`config.mk`:
```
export PLATFORM = sky130hd
export DESIGN_NAME = display_scan_mux
export DESIGN_NICKNAME = d
export VERILOG_FILES = /design/src/rtl/display_scan_mux.sv
export SDC_FILE = /design/constraint.sdc
export NUM_CORES = 1
export LEC_CHECK = 0
export BUFFER_PORTS_ARGS = -buffer_cell sky130_fd_sc_hd__buf_4
export CORE_MARGIN = 8
export CORE_UTILIZATION = 45
export DETAILED_ROUTE_END_ITERATION = 10
export MAX_ROUTING_LAYER = met4
export PLACE_DENSITY = 0.75
export SLEW_MARGIN = 20
export SYNTH_ARGS = -nofsm -noshare
export SYNTH_HDL_FRONTEND = slang
export SYNTH_SLANG_ARGS = --single-unit
```
`constraint.sdc`:
```
create_clock -name clk -period 2.4 [get_ports clk]
set_input_delay 0.12 -clock clk [delete_from_list [all_inputs] [get_ports clk]]
set_output_delay 0.12 -clock clk [all_outputs]
set_load 0.01 [all_outputs]
```
`src/rtl/display_scan_mux.sv`:
```
// Self-scanning multi-digit display multiplexer with active-low digit select,
// per-digit blanking and a frame-synchronous shadow buffer for the digit codes.
module display_scan_mux #(
  parameter int unsigned       N_DIGITS    = 8,
  parameter int unsigned       DATA_W      = 5,
  parameter int unsigned       DIV         = 50000,
  parameter logic [DATA_W-1:0] BLANK_CODE  = DATA_W'(5'h1F),
  parameter bit                SYNC_UPDATE = 1'b1
) (
  input  logic                         clk,
  input  logic                         rst,
  input  logic [N_DIGITS*DATA_W-1:0]   data_bus,
  input  logic [N_DIGITS-1:0]          digit_en,
  input  logic                         update_req,
  output logic [N_DIGITS-1:0]          sel,
  output logic [DATA_W-1:0]            dataout,
  output logic                         frame_start,
  output logic                         busy
);

  localparam int unsigned IDX_W = (N_DIGITS > 1) ? $clog2(N_DIGITS) : 1;
  localparam int unsigned CNT_W = (DIV > 1) ? $clog2(DIV) : 1;
  localparam int unsigned BUS_W = N_DIGITS * DATA_W;

  logic [CNT_W-1:0]    r_cnt;
  logic [IDX_W-1:0]    r_idx;
  logic [BUS_W-1:0]    r_shadow;
  logic                r_pending;
  logic [N_DIGITS-1:0] r_sel;
  logic [DATA_W-1:0]   r_dataout;
  logic                r_frame_start;

  logic                w_tick;
  logic                w_wrap;
  logic                w_load;
  logic                w_pending_next;
  logic [CNT_W-1:0]    w_cnt_next;
  logic [IDX_W-1:0]    w_idx_next;
  logic [BUS_W-1:0]    w_shadow_next;
  logic                w_en;
  logic [DATA_W-1:0]   w_code;
  logic [N_DIGITS-1:0] w_sel_next;
  logic [DATA_W-1:0]   w_dataout_next;

  // Prescaler and scan index
  always_comb begin
    w_tick     = (r_cnt == CNT_W'(DIV - 1));
    w_wrap     = w_tick && (r_idx == IDX_W'(N_DIGITS - 1));
    w_cnt_next = w_tick ? '0 : r_cnt + CNT_W'(1);
    w_idx_next = r_idx;
    if (w_wrap) begin
      w_idx_next = '0;
    end else if (w_tick) begin
      w_idx_next = r_idx + IDX_W'(1);
    end
  end

  // Shadow load; a request coincident with the wrap is honoured at that wrap
  always_comb begin
    w_load         = 1'b1;
    w_pending_next = 1'b0;
    if (SYNC_UPDATE) begin
      w_load         = w_wrap && (r_pending || update_req);
      w_pending_next = !w_load && (r_pending || update_req);
    end
    w_shadow_next = w_load ? data_bus : r_shadow;
  end

  // Outputs are computed for the index being entered, from the bypassed shadow
  always_comb begin
    w_en   = 1'b0;
    w_code = '0;
    for (int unsigned k = 0; k < N_DIGITS; k++) begin
      if (w_idx_next == IDX_W'(k)) begin
        w_en   = digit_en[k];
        w_code = w_shadow_next[k*DATA_W +: DATA_W];
      end
    end
    w_sel_next     = '1;
    if (w_en) begin
      w_sel_next = ~(N_DIGITS'(1) << w_idx_next);
    end
    w_dataout_next = w_en ? w_code : BLANK_CODE;
  end

  always_ff @(posedge clk) begin
    if (rst) begin
      r_cnt         <= '0;
      r_idx         <= '0;
      r_shadow      <= '0;
      r_pending     <= 1'b0;
      r_sel         <= ~(N_DIGITS'(1));
      r_dataout     <= '0;
      r_frame_start <= 1'b0;
    end else begin
      r_cnt         <= w_cnt_next;
      r_idx         <= w_idx_next;
      r_shadow      <= w_shadow_next;
      r_pending     <= w_pending_next;
      r_sel         <= w_sel_next;
      r_dataout     <= w_dataout_next;
      r_frame_start <= w_wrap;
    end
  end

  assign sel         = r_sel;
  assign dataout     = r_dataout;
  assign frame_start = r_frame_start;
  assign busy        = r_pending;

endmodule

```
---- Word level (Yosys, flattened, before mapping) ----
Index checks and enable logic that the tools add are counted.
W data, S select, Z words.
cells by class
  $add $sub $neg .......................... 2
  equality and inequality tests ........... 9
  shift operators ......................... 1
  mux-type cells .......................... 21
  bitwise logic cells ..................... 2
  reductions and logical operators ........ 8
operator list
  cell                     number
  $mux W5                  9
  $mux W40                 1
  $add A16 B1 Y16 const B  1
  $eq A16 B16 Y1 const B   1
  $eq A3 B3 Y1 const B     5
  $mux W1                  9
  $not A8 Y8               1
  $shl A1 B3 Y8 const A    1
  $eq A3 B2 Y1 const B     2
  $mux W3                  2
  $reduce_or A2 Y1         2
  $add A3 B1 Y3 const B    1
  $eq A3 B1 Y1 const B     1
  $logic_and A1 B1 Y1      3
  $logic_not A3 Y1         1
  $logic_not A1 Y1         1
  $logic_or A1 B1 Y1       1
  $not A1 Y1               1
storage, ports and cells
  register bits after elaboration ......... 74
  bits of input ports ..................... 51
  logic and storage cells ................. 51

---- Longest topological paths before layout ----
  word-level depth ........................ 14
  depth in mapped cells ................... 11
  mapped depth without buffers ............ 9

---- Least setup slack after synthesis ----
OpenSTA, ideal clock, no wires.
  kind .................................... reg2reg
  from .................................... reg r_cnt[0]
  to ...................................... reg r_sel[7], in the netlist sel[7]
  library setup time ...................... 0.136 ns
  data arrival time ....................... 2.077 ns
  required time ........................... 2.264 ns
  path slack .............................. 0.187 ns
  stages on the path, launching flop included .. 10
  clock period less this slack ............ 2.213 ns
  path through ............................ dfxtp_1 > ha_1 > and3_1 > and4_1 > buf_6 > mux2i_2 > o21ai_0 > o211ai_2 > o211a_1 > nand3_1
on the way
  longest elaborated chain between the ends .. 14
  elaborated cells between the ends (all ways) .. 24
  those cells by class .................... eq/ne (8); shift (1); mux (10); bitwise (2); reduce/logical (3)
ends and longest elaborated chain
  item                                                   line    source
  start: declaration                                     25      logic [CNT_W-1:0] r_cnt;
  start signal: assignment                               96      r_cnt <= w_cnt_next;
  $eq A16 B16 Y1 *                                       47      w_tick = (r_cnt == CNT_W'(DIV - 1));
  $mux W3 / $logic_and A1 B1 Y1 (equally long branches)  53, 48
  $mux W3 *                                              51      if (w_wrap) begin
  $logic_not A3 Y1                                       74      if (w_idx_next == IDX_W'(k)) begin
  $mux W1 (8 in a row)                                   74
  $not A1 Y1 (no source line)                            n/a
  $reduce_or A2 Y1 (no source line)                      n/a
  end signal: assignment                                 92      r_sel <= ~(N_DIGITS'(1));
  end signal: assignment                                 100     r_sel <= w_sel_next;
  end: declaration                                       29      logic [N_DIGITS-1:0] r_sel;
Every way passes the cells marked *; elsewhere a longest branch is shown, timed or not.
A chain may end at the register's enable or synchronous reset.

---- Worst setup path in the final report ----
  from .................................... reg r_cnt[1]
  to ...................................... reg r_sel[1], in the netlist sel[1]
The elaborated chain is that of the path after synthesis.

==> reports/results.txt <==
worst-case clock skew - 10.3 ps
count of different cell masters after synthesis - 51
first-pass GRT wire length - 15000 um
synthesized netlist net count - 449
dominant synthesized flop cell - sky130_fd_sc_hd__dfxtp_1
number of warnings reported in the yosys synthesis log - 0
Max Freq - 0.434 GHz
routed length per placed instance - 16.1 um
critical path endpoint category - flop
total area of sequential cells - 1480 um2
DP Worst Slack - -103 ps
DRC violations left - 0
count of final setup violators - 0
Starting DRT DRC Count - 261
width of the chip - 103 um
initial cell density of the core - 46.4%
TritonCTS clock tree - done
power after layout - 2500 uW
HPWL Detailed - 6840 um
fillers - 608
clock root cell - sky130_fd_sc_hd__clkbuf_8
number of max-capacitance violations reported - 0
GRT Resource Usage Total - 18.7%
clock slew seen by the registers of the worst setup and hold paths - 80 ps
result of the run - completed
chip height - 103 um
final hold violation count - 0
Multi-input gate area - 1790 um2
source-to-sink clock delay at the later pin of the worst-skew pair - 340 ps
crit path time final - 2300 ps
crit path setup slack, layout - 96.3 ps
count of nets left with antenna violations after detail routing - 0
WP data required - 2680 ps
maximum number of pins on one net before global-route repair - 51
highest-count cells in the layout ignoring fill and taps - 86 x sky130_fd_sc_hd__buf_4, 74 x sky130_fd_sc_hd__dfxtp_1, 58 x sky130_fd_sc_hd__nor2_1, 57 x sky130_fd_sc_hd__nand2_1, 31 x sky130_fd_sc_hd__mux2i_1
Seq cells post-synth - 74
IR Drop Worst-Case VDD - 0.362 mV
pwr dens - 577 nW/um2
category of the most critical setup path - flop to flop
Layout Area Growth over Synthesis - 28.7%
number of clock sinks seen by CTS - 74
critical path fanouts, max - 14
Avg Synthesized Cell Area - 8.53 um2
initial antenna violation count - 0
total via count in the routed design - 3099
Top-Level Pins - 66
Port Buffers - 65
number of buffers added by the clock tree synthesis step - 9
part of the Yosys area used for sequential elements - 44.0%
depth of the CTS H-tree - 3
final non-filler cell area - 4340 um2
core region area - 7250 um2
hold crit path type - primary input to flop
standard-cell row count - 31
Die ar. - 10500 um2
post-synthesis instance area - 3370 um2
most common library cell in the layout ignoring fill and taps - sky130_fd_sc_hd__buf_4
fraction of final layout cells sized beyond drive strength 1 - 25.8%
leakage power total - 0.00188 uW
data arrival time at the worst-slack endpoint - 2590 ps
number of global-route vias before repair - 3148
WL final - 9320 um
final net count - 530
first-pass detailed-route iteration total - 5
pin slew with the least headroom to its limit - 533 ps
Setup crit start kind - flop
remaining global-route overflow - 0
number of cells produced by synthesis - 395
Max transition margin - 64.5%
global placer's final weighted congestion - 0.892
vias per cell - 5.34
cell area after placement - 4040 um2
final slew viol count - 0
async set-reset flop share out of synthesis - 0%
number of enable flip-flop cells after synthesis - 0
clock buffer depth - 2
Ant. Diodes - 0
final period utilization - 96.0%
## final timing paths
check,end,start,cells after the start,slack (ps)
worst max-delay path,sel[1]$_SDFF_PP1_,r_cnt[1]$_SDFF_PP0_,9,100
worst min-delay path,r_shadow[13]$_SDFF_PP0_,data_bus[13],3,20
worst max register to register,sel[1]$_SDFF_PP1_,r_cnt[1]$_SDFF_PP0_,9,100
worst min register to register,r_shadow[13]$_SDFF_PP0_,r_shadow[13]$_SDFF_PP0_,2,460
## cell type report
type	instances	share of cell area [%]
clock buffers	10	3.17
clock inverters	6	2.25
inverters	9	0.779
multi-input cells	294	41.2
flip-flops and latches	74	34.2
well taps	99	2.86
repair buffers	88	15.6
## power by group
part | total, uW | internal, uW | switching [uW] | leakage [uW]
registers | 1240 | 1240 | 7.17 | 0.000599
logic | 137 | 76.8 | 60.6 | 0.00116
clock network | 1120 | 628 | 492 | 0.000119
## through the flow
step,cells,TNS [ps],hold slack [ps],util [%]
3_5_place_dp,560,-518,369,55.7
3_3_place_gp,560,-200,375,55.7
2_1_floorplan,395,0,228,-
4_1_cts,577,0,9.69,59.1
6_report,580,0,21.3,59.8
5_1_grt,580,-7.70,26.1,59.8
## per-layer routing
layer  routed length [um]  vias up  global-route usage [%]
met1                 4380     1444                    24.0
met4                  127        0                    6.88
met2                 4220       99                    28.4
li1                     -     1541                       -
met3                  593       15                    3.58
met5                    0        -                       -
## synthesized netlist by cell type (2+ instances only)
library cell | number | area [um2]
sky130_fd_sc_hd__nor2_1 | 59 | 221
sky130_fd_sc_hd__mux2_4 | 2 | 30.0
sky130_fd_sc_hd__xnor2_1 | 5 | 43.8
sky130_fd_sc_hd__o211a_1 | 2 | 20.0
sky130_fd_sc_hd__nor2b_1 | 2 | 12.5
sky130_fd_sc_hd__dfxtp_1 | 74 | 1480
sky130_fd_sc_hd__nor3_1 | 7 | 35.0
sky130_fd_sc_hd__a31oi_1 | 5 | 31.3
sky130_fd_sc_hd__ha_1 | 3 | 37.5
sky130_fd_sc_hd__buf_2 | 5 | 25.0
sky130_fd_sc_hd__a211oi_1 | 3 | 22.5
sky130_fd_sc_hd__nand2b_1 | 3 | 18.8
sky130_fd_sc_hd__nand2_1 | 57 | 214
sky130_fd_sc_hd__o31ai_1 | 4 | 30.0
sky130_fd_sc_hd__inv_1 | 8 | 30.0
sky130_fd_sc_hd__o21ai_0 | 16 | 80.1
sky130_fd_sc_hd__mux2_2 | 2 | 22.5
sky130_fd_sc_hd__o22a_1 | 2 | 17.5
sky130_fd_sc_hd__mux2i_1 | 31 | 310
sky130_fd_sc_hd__o211ai_1 | 2 | 15.0
sky130_fd_sc_hd__nand4_1 | 4 | 25.0
sky130_fd_sc_hd__a22oi_1 | 5 | 37.5
sky130_fd_sc_hd__nand3_1 | 10 | 50.1
sky130_fd_sc_hd__a21oi_1 | 29 | 145
sky130_fd_sc_hd__and3_1 | 3 | 18.8
sky130_fd_sc_hd__xor2_1 | 7 | 61.3
sky130_fd_sc_hd__o22ai_1 | 5 | 31.3
sky130_fd_sc_hd__or3_1 | 5 | 31.3
sky130_fd_sc_hd__buf_6 | 2 | 22.5
sky130_fd_sc_hd__clkbuf_1 | 12 | 45.0
## logic make-up (layout without fill, tap and decap cells)
kind of cell    Yosys count  after routing  share of synthesized area (%)
simple gates            161            162                           21.9
compound gates           80             80                           14.5
flops                    74             74                           44.0
mux                      36             37                           11.2
buf+inv                  29            113                           4.20
xor+xnor                 12             12                           3.12
fa+ha+maj                 3              3                           1.11
## sequential cells by signal (all words and copies together), names as in the netlist
register,flops
r_shadow,40
dataout,5
frame_start,1
r_cnt,16
sel,8
r_idx,3
busy,1
## repair_timing
action,in CTS,in global routing
hold buffers,1,0
gates resized for setup,2,8
gates cloned,0,2
pin swaps,0,2
setup endpoints to repair,12,12
buffers inserted,0,1
endpoints found under the hold margin,1,0
## critical path, stage by stage (launching register included)
cell                       delay (ps)
sky130_fd_sc_hd__dfxtp_1          370
sky130_fd_sc_hd__ha_2             210
sky130_fd_sc_hd__and3_1           180
sky130_fd_sc_hd__and4_4           280
sky130_fd_sc_hd__buf_12           150
sky130_fd_sc_hd__mux2_4           350
sky130_fd_sc_hd__o21ai_1          200
sky130_fd_sc_hd__o211ai_2         140
sky130_fd_sc_hd__o211a_2          240
sky130_fd_sc_hd__nand3_1          130
No activity file was read; power rests on OpenSTA's default activity.
